## src/rtl/pmod_adc_responder.sv

```systemverilog
// SPI-slave emulation of a two-channel 12-bit Pmod ADC: two data lines shifted out MSB first behind one cs/sclk.
// Define PMOD_ADC_RAMP_EN to send an internal ramp (d0) and its inverse (d1) instead of value0/value1.

module pmod_adc_lane #(
  parameter int DATA_W     = 12,
  parameter int LEAD_ZEROS = 4,
  parameter int FRAME_BITS = 16
) (
  input  logic              clk,
  input  logic              reset,
  input  logic              load,
  input  logic              shift_en,
  input  logic              clear,
  input  logic [DATA_W-1:0] value,
  output logic              d
);
  logic [FRAME_BITS-1:0] init;
  // Holds only the bits not yet on the line; d is the current bit.
  logic [FRAME_BITS-2:0] sh;

  assign init = {{LEAD_ZEROS{1'b0}}, value};

  always_ff @(posedge clk) begin
    if (!reset) begin
      sh <= '0;
      d  <= 1'b0;
    end else if (clear) begin
      d <= 1'b0;
    end else if (load) begin
      sh <= init[FRAME_BITS-2:0];
      d  <= init[FRAME_BITS-1];
    end else if (shift_en) begin
      sh <= {sh[FRAME_BITS-3:0], 1'b0};
      d  <= sh[FRAME_BITS-2];
    end
  end
endmodule

module pmod_adc_responder #(
  parameter int DATA_W     = 12,
  parameter int LEAD_ZEROS = 4,
  parameter int FRAME_BITS = 16
) (
  input  logic              clk,
  input  logic              reset,
  input  logic              spi_cs_n,
  input  logic              spi_sclk,
  input  logic [DATA_W-1:0] value0,
  input  logic [DATA_W-1:0] value1,
  output logic              spi_d0,
  output logic              spi_d1,
  output logic              busy,
  output logic              frame_done,
  output logic              frame_err
);
  localparam int NUM_CH = 2;
  localparam int CNT_W  = $clog2(FRAME_BITS) + 1;
  localparam logic [CNT_W-1:0] LAST_BIT = CNT_W'(FRAME_BITS - 1);

  typedef enum logic [1:0] {IDLE, SHIFT, DONE} state_t;

  state_t                         state;
  logic [CNT_W-1:0]               count;
  logic [2:0]                     cs_sync, sclk_sync;
  logic [1:0]                     settle;
  logic                           cs_fall, cs_rise, sclk_fall;
  logic                           load, shift_en, last, abort;
  logic [NUM_CH-1:0][DATA_W-1:0]  ch_val;
  logic [NUM_CH-1:0]              ch_d;

  // Chains preset high; settle blocks the false cs fall seen when cs is low at reset release.
  always_ff @(posedge clk) begin
    if (!reset) begin
      cs_sync   <= 3'b111;
      sclk_sync <= 3'b111;
      settle    <= 2'd0;
    end else begin
      cs_sync   <= {cs_sync[1:0], spi_cs_n};
      sclk_sync <= {sclk_sync[1:0], spi_sclk};
      if (settle != 2'd3) settle <= settle + 2'd1;
    end
  end

  assign cs_fall   = (settle == 2'd3) && !cs_sync[1] && cs_sync[2];
  assign cs_rise   = cs_sync[1] && !cs_sync[2];
  assign sclk_fall = !sclk_sync[1] && sclk_sync[2];

  // cs rise outranks a coincident sclk fall.
  assign load     = (state == IDLE) && cs_fall;
  assign abort    = (state == SHIFT) && cs_rise;
  assign last     = (state == SHIFT) && !cs_rise && sclk_fall && (count == LAST_BIT);
  assign shift_en = (state == SHIFT) && !cs_rise && sclk_fall && (count != LAST_BIT);

  always_ff @(posedge clk) begin
    if (!reset) begin
      state      <= IDLE;
      count      <= '0;
      busy       <= 1'b0;
      frame_done <= 1'b0;
      frame_err  <= 1'b0;
    end else begin
      frame_done <= 1'b0;
      frame_err  <= 1'b0;
      case (state)
        IDLE: if (load) begin
          state <= SHIFT;
          count <= '0;
          busy  <= 1'b1;
        end
        SHIFT: begin
          if (abort) begin
            state     <= IDLE;
            count     <= '0;
            busy      <= 1'b0;
            frame_err <= 1'b1;
          end else if (last) begin
            state      <= DONE;
            frame_done <= 1'b1;
          end else if (shift_en) begin
            count <= count + CNT_W'(1);
          end
        end
        DONE: if (cs_rise) begin
          state <= IDLE;
          count <= '0;
          busy  <= 1'b0;
        end
        default: begin
          state <= IDLE;
          busy  <= 1'b0;
        end
      endcase
    end
  end

`ifdef PMOD_ADC_RAMP_EN
  logic [DATA_W-1:0] ramp;

  always_ff @(posedge clk) begin
    if (!reset)    ramp <= '0;
    else if (last) ramp <= ramp + DATA_W'(1);
  end

  assign ch_val[0] = ramp;
  assign ch_val[1] = ~ramp;
`else
  assign ch_val[0] = value0;
  assign ch_val[1] = value1;
`endif

  for (genvar i = 0; i < NUM_CH; i++) begin : g_lane
    pmod_adc_lane #(
      .DATA_W     (DATA_W),
      .LEAD_ZEROS (LEAD_ZEROS),
      .FRAME_BITS (FRAME_BITS)
    ) u_lane (
      .clk      (clk),
      .reset    (reset),
      .load     (load),
      .shift_en (shift_en),
      .clear    (abort | last),
      .value    (ch_val[i]),
      .d        (ch_d[i])
    );
  end

  assign spi_d0 = ch_d[0];
  assign spi_d1 = ch_d[1];
endmodule
```

## config.mk

```make
export PLATFORM = sky130hd
export DESIGN_NAME = pmod_adc_responder
export DESIGN_NICKNAME = d
export VERILOG_FILES = /design/src/rtl/pmod_adc_responder.sv
export SDC_FILE = /design/constraint.sdc
export NUM_CORES = 1
export LEC_CHECK = 0
export ABC_AREA = 1
export ABC_CLOCK_PERIOD_IN_PS = 2040
export CAP_MARGIN = 15
export CORE_MARGIN = 3
export CORE_UTILIZATION = 35
export DETAILED_ROUTE_END_ITERATION = 10
export PLACE_DENSITY = 0.64
export SLEW_MARGIN = 10
export SYNTH_ARGS = -nofsm -noshare
export SYNTH_HDL_FRONTEND = slang
export SYNTH_SLANG_ARGS = --single-unit
```

## constraint.sdc

```tcl
create_clock -name clk -period 2.04 [get_ports clk]
set_clock_uncertainty 0.05 [all_clocks]
set_input_delay 0.408 -clock clk [delete_from_list [all_inputs] [get_ports clk]]
set_output_delay 0.408 -clock clk [all_outputs]
set_load 0.01 [all_outputs]
```

==> out/metrics.csv, run 1 <==
metric,value,unit
global placement routability congestion,0.8088,
Most used DFF post-synth,dfxtp_1,
register area share after synthesis,41.75,%
Die Y,88.76,um
FF+latch area,1001,um^2
Initial Utilization,36.91,%
hold depth,1,
R2R Setup Slk,0.24,ns
Vias/cell,4.735,
Slew HR,73.70,%
initial antenna violation count,0,
GR peak layer,met2,
CTS tree,yes,
"top cells by area, synth","dfxtp_1, nand2_1, nand3_1",
Hold Path End,sclk_sync[1],
P_leak,1.156,nW
first-pass GRT wire length,8.459,mm
CTS HTree Levels,2,
# diodes,0,
Worst Path Arrival,1.99,ns
startpoint types,register,
clock root cell,clkbuf_8,
DR vias,2069,
syn avg cell area,7.243,um^2
Setup crit end kind,register,
Hold Crit Class,reg -> reg,
r2r startpoint,count[0],
Tmin final,1.796,ns
Hold Crit Start,sclk_sync[0],
RSZ-0062 raised after global routing,no,
fin nets,391,
WHS,0.3721,ns
clock transition at the registers of the reported paths,0.09,ns
Die ar.,7878,um^2
DR iter-0 viols,88,
GRT Util Overall,13.65,%
GR Layer Usage met3,2.886,%
routed wire length,4.928,mm
DIE WIDTH,88.76,um
Global Route met2 Usage,22.27,%
setup_tns,0,ns
Worst R2R Path Depth,9,
status,"finished, final reports clean",
fin cells,437,
cts hold-fix bufs,0,
commonest cells in the netlist,"nand2_1, dfxtp_1, nand3_1",
PnR Total Power,1.905,mW
multi-input logic area,1240,um^2
maximum clock rate,556.8,MHz
Worst-Margin Slew,0.3944,ns
Yosys cell types,26,
antenna-violating nets left,0,
WL/cell,11.28,um
IO Count,33,
post-cts sizing count,0,
Placed Cells,430,
critical path class,reg -> reg,
CORE AREA,6495,um^2
Power Density,660.8,nW/um^2
"critical path fanouts, max",19,
CTS Buf Count,5,
Final HPWL DP,3.281,mm
post-synth top area share,41.75,%
CP Data Required Time,2.23,ns
number of synthesized register bits,50,
DRC,0,
Clock Path Buffers,2,
share of cells above drive strength 1,13.89,%
Gate Count Post-Synth,331,
Hold Fails Final Rpt,0,
Skew-Pair Late Insertion Delay,0.30,ns
port bufs,32,
GR met1 Demand/Resource,17.72,%
fill count,653,
reg-to-reg endpoint,g_lane[0].u_lane.sh[9],
number of synthesized flops with an enable pin,0,
"count leader, synth",nand2_1,
syn_nets,362,
ys async rst share,0,%
number of synthesis warnings,0,
Layout area overhead,20.25,%
Initial DRT Pass Iterations,4,
total congestion overflow,0,
post-CTS setup buffer count,0,
largest net degree at the start of global routing,45,
number of global-route vias before repair,1917,
Synth area leader,dfxtp_1,
final core occ,44.38,%
pins over their slew limit,0,
peak supply drop,0.2492,mV
crit share post-route,88.03,%
Synth Cell Area,2397,um^2
# setup viols final,0,
row count,29,
Max-Cap Viols,0,
# clock sinks,50,
[cell type report]
| cell class | instances | share of cell area (%) |
|---|---|---|
| timing repair buffer | 40 | 13.19 |
| inverter | 14 | 1.823 |
| tap | 77 | 3.342 |
| multi-input combinational | 249 | 43.01 |
| sequential | 50 | 34.72 |
| clock inverter | 1 | 1.042 |
| clock buffer | 6 | 2.865 |
[cell families (layout without fill, tap and decap cells)]
logic type               Yosys count  count (layout)  synth area share [%]
adder cells (fa/ha/maj)            3               3                 1.566
AND/OR/NAND/NOR                  205             205                 38.47
buffers and inverters             32              61                 6.524
XOR/XNOR                           1               1                0.3654
AO/OA/AOI/OAI                     40              40                 11.33
flip-flops                        50              50                 41.75
[how the worst max path moves through the flow]
stage | startpoint | to | slack [ns] | depth (start not counted)
floorplan | count[0] | g_lane[1].u_lane.sh[3] | 0.43 | 10
global placement | settle[0] | g_lane[1].u_lane.sh[2] | 0.34 | 9
detailed placement | count[0] | g_lane[0].u_lane.sh[10] | 0.27 | 9
CTS | count[0] | g_lane[1].u_lane.sh[10] | 0.25 | 9
global route | count[1] | g_lane[0].u_lane.sh[8] | 0.03 | 9
finish | count[0] | g_lane[0].u_lane.sh[9] | 0.24 | 9
[routing by layer]
layer | part of all wire [%] | up-vias
met2 | 44 | 42
met5 | 0 | -
met4 | 1.6 | 0
met3 | 4.1 | 6
li1 | - | 1114
met1 | 50 | 907
[cell usage in the layout, fill, tap and decap left out]
| cell type | count |
|---|---|
| nand3_1 | 35 |
| nor2_1 | 24 |
| nand2_2 | 2 |
| inv_1 | 11 |
| clkbuf_8 | 6 |
| bufinv_16 | 1 |
| o21ai_1 | 4 |
| clkdlybuf4s50_1 | 32 |
| nor2_4 | 3 |
| nor2_8 | 1 |
| xor2_1 | 1 |
| a21oi_2 | 18 |
| ha_1 | 3 |
| o21ai_0 | 2 |
| nand3b_1 | 5 |
| or2_2 | 5 |
| nand3_4 | 1 |
| nand2_4 | 1 |
| nand2_1 | 123 |
| a21oi_1 | 15 |
| o21ai_2 | 1 |
| nand4_1 | 4 |
| or2_0 | 1 |
| dfxtp_1 | 50 |
| inv_2 | 3 |
| buf_4 | 8 |
[critical path, cell delays in order, from the launching register on]
cell and delay [ns]:
dfxtp_1 0.40, ha_1 0.18, nand2_1 0.07, nor2_1 0.11, ha_1 0.21, inv_1 0.11, nand3_4 0.10, buf_4 0.23
nand3_1 0.12, a21oi_2 0.15
[state kept, by name (all words and copies together), names as in the netlist]
signal	flops
sclk_sync	3
state	2
cs_sync	3
settle	2
count	5
frame_done	1
g_lane.u_lane.d	2
g_lane.u_lane.sh	30
frame_err	1
busy	1
[metrics by stage]
| stage | setup slack (ns) | cell area [um^2] |
|---|---|---|
| 3_3_place_gp | 0.3400 | 2770 |
| 3_5_place_dp | 0.2695 | 2770 |
| 5_1_grt | 0.03408 | 2883 |
| 6_report | 0.2441 | 2883 |
| 2_1_floorplan | 0.4314 | 2397 |
| 4_1_cts | 0.2490 | 2883 |
[power by group]
part | leakage [nW] | internal, mW | switching (mW)
registers | 0.405 | 1.00 | 0.0158
clock network | 0.0573 | 0.393 | 0.326
logic | 0.694 | 0.0858 | 0.0842
total | 1.16 | 1.48 | 0.426
No activity file was read; power rests on OpenSTA's default activity.
==> inputs of run 2 (changes only) <==
--- a/config.mk
+++ b/config.mk
@@ -8,6 +8,7 @@
 export ABC_AREA = 1
 export ABC_CLOCK_PERIOD_IN_PS = 2040
 export CAP_MARGIN = 15
+export CORE_ASPECT_RATIO = 1.5
 export CORE_MARGIN = 3
 export CORE_UTILIZATION = 35
 export DETAILED_ROUTE_END_ITERATION = 10
==> run 2 against run 1 <==
  * Sequential share of layout area about the same
  * Non-clock buffer count fell by 1
  * Worst hold slack worse by 0.00079 ns
  * Total power down 2.1%
  * Cell count decreased by 0.23%
==> out/metrics.csv, run 2 (same netlist as run 1, synthesis figures left out) <==
metric,value,unit
# setup viols final,0,
Initial Utilization,36.45,%
share of cells above drive strength 1,13.33,%
Regs by FF count,"g_lane.u_lane.sh: 30 flops, count: 5 flops",
routed wire length,4.779,mm
final instance area,2880,um^2
power share of the combinational group,9.2,%
CP Data Required Time,2.22,ns
Max-Cap Viols,0,
hold depth,1,
Worst-Margin Slew,0.4131,ns
Setup crit end kind,register,
Biggest register,g_lane.u_lane.sh,
Power Density,647.6,nW/um^2
pins over their slew limit,0,
peak supply drop,0.3712,mV
critical path class,reg -> reg,
status,"finished, final reports clean",
DIE WIDTH,73.58,um
Tmin final,1.809,ns
internal power,1.455,mW
WHS,0.3713,ns
Initial DRT Pass Iterations,4,
dpl cell area,2774,um^2
clock root cell,clkbuf_8,
CTS tree,yes,
post-cts sizing count,0,
CTS HTree Levels,2,
crit share post-route,88.66,%
Die Y,107.4,um
"critical path fanouts, max",17,
Placed Cells,428,
fin nets,390,
Hold Path End,sclk_sync[1],
Worst Path Arrival,1.99,ns
Net Sw Frac,22.02,%
startpoint types,register,
Vias/cell,4.771,
reg-to-reg endpoint,g_lane[0].u_lane.sh[10],
GRT Util Overall,12.57,%
global placement routability congestion,0.7746,
Skew-Pair Late Insertion Delay,0.30,ns
Slew HR,72.46,%
Layout area overhead,20.15,%
# diodes,0,
maximum clock rate,552.9,MHz
Sequential Power Share,54.5,%
clock power share,36.3,%
row count,36,
WL/cell,10.96,um
Hold Fails Final Rpt,0,
post-CTS setup buffer count,0,
antenna-violating nets left,0,
Clock Path Buffers,2,
DR iter-0 viols,50,
r2r startpoint,count[0],
Sw Pwr,0.4108,mW
CORE AREA,6576,um^2
port bufs,32,
Hold Crit Start,sclk_sync[0],
largest net degree at the start of global routing,39,
most frequent cells in the layout,"nand2_1, dfxtp_1, nand3_1, clkdlybuf4s50_1, nor2_1",
Die ar.,7899,um^2
"commonest non-fill, non-tap cell in the layout",nand2_1,
cts hold-fix bufs,0,
P_leak,1.149,nW
fin cells,436,
RSZ-0062 raised after global routing,no,
Worst R2R Path Depth,9,
Hold Crit Class,reg -> reg,
CTS Buf Count,5,
first-pass GRT wire length,7.907,mm
Final HPWL DP,3.301,mm
max FFs per register,30,
DRC,0,
number of global-route vias before repair,1821,
R2R Setup Slk,0.23,ns
initial antenna violation count,0,
IO Count,33,
clock transition at the registers of the reported paths,0.09,ns
DR vias,2080,
# clock sinks,50,
setup_tns,0,ns
total congestion overflow,0,
==> run 2: changes by cell type in the layout (fill, tap and decap cells not counted) <==
cell / change
buf_4: -2
clkbuf_1: +2
buf_12: +1
clkbuf_8: -1
==> run 2: through the flow <==
stage / util [%] / setup WS, ns / power [mW]
6_report: 43.80 / 0.2312 / 1.865
5_1_grt: 43.80 / 0.06316 / 1.943
4_1_cts: 43.80 / 0.2289 / 1.887
3_5_place_dp: 42.18 / 0.2608 / 1.211
3_3_place_gp: 42.18 / 0.2977 / 1.205
2_1_floorplan: - / 0.4314 / 1.135
==> run 2: power by group through the flow <==
stage                     Sequential [mW]  Clock, mW  Combinational, mW
final                                1.02      0.677              0.171
after global routing                 1.02      0.732              0.190
after CTS                            1.02      0.698              0.173
after detailed placement             1.04          0              0.172
after global placement               1.04          0              0.168
after floorplan                      1.04          0             0.0990
==> run 2: critical path, stage by stage (launching register included) <==
cell     delay [ns]
dfxtp_1        0.40
ha_1           0.18
nand2_1        0.07
nor2_1         0.10
ha_1           0.21
inv_1          0.11
nand3_4        0.13
buf_4          0.23
nand3_1        0.11
a21oi_2        0.15
==> run 2: worst max path at each step <==
stage / to / slack, ns / start / cells after the start
final: g_lane[0].u_lane.sh[10] / 0.23 / count[0] / 9
after global placement: g_lane[0].u_lane.sh[14] / 0.30 / count[0] / 9
after global routing: g_lane[0].u_lane.sh[14] / 0.06 / count[0] / 9
after floorplan: g_lane[1].u_lane.sh[3] / 0.43 / count[0] / 10
after CTS: g_lane[0].u_lane.sh[3] / 0.23 / count[0] / 9
after detailed placement: g_lane[0].u_lane.sh[10] / 0.26 / count[0] / 9
==> run 2: layout make-up <==
cell class	instances	area, um^2
clock buffer	7	76.32
clock inverter	1	30.03
fill	705	3696
inverter	14	52.55
multi-input combinational	249	1240
sequential	50	1001
tap	76	95.09
timing repair buffer	39	385.4
==> run 2: metal layers <==
layer | global-route usage, % | part of all wire [%] | wire length (um) | vias up
met5 | 0 | 0 | 0 | -
met3 | 2.617 | 3.3 | 158 | 8
met1 | 14.70 | 46 | 2192 | 927
met4 | 6.477 | 2.7 | 131 | 0
met2 | 21.07 | 48 | 2295 | 27
li1 | - | - | - | 1118
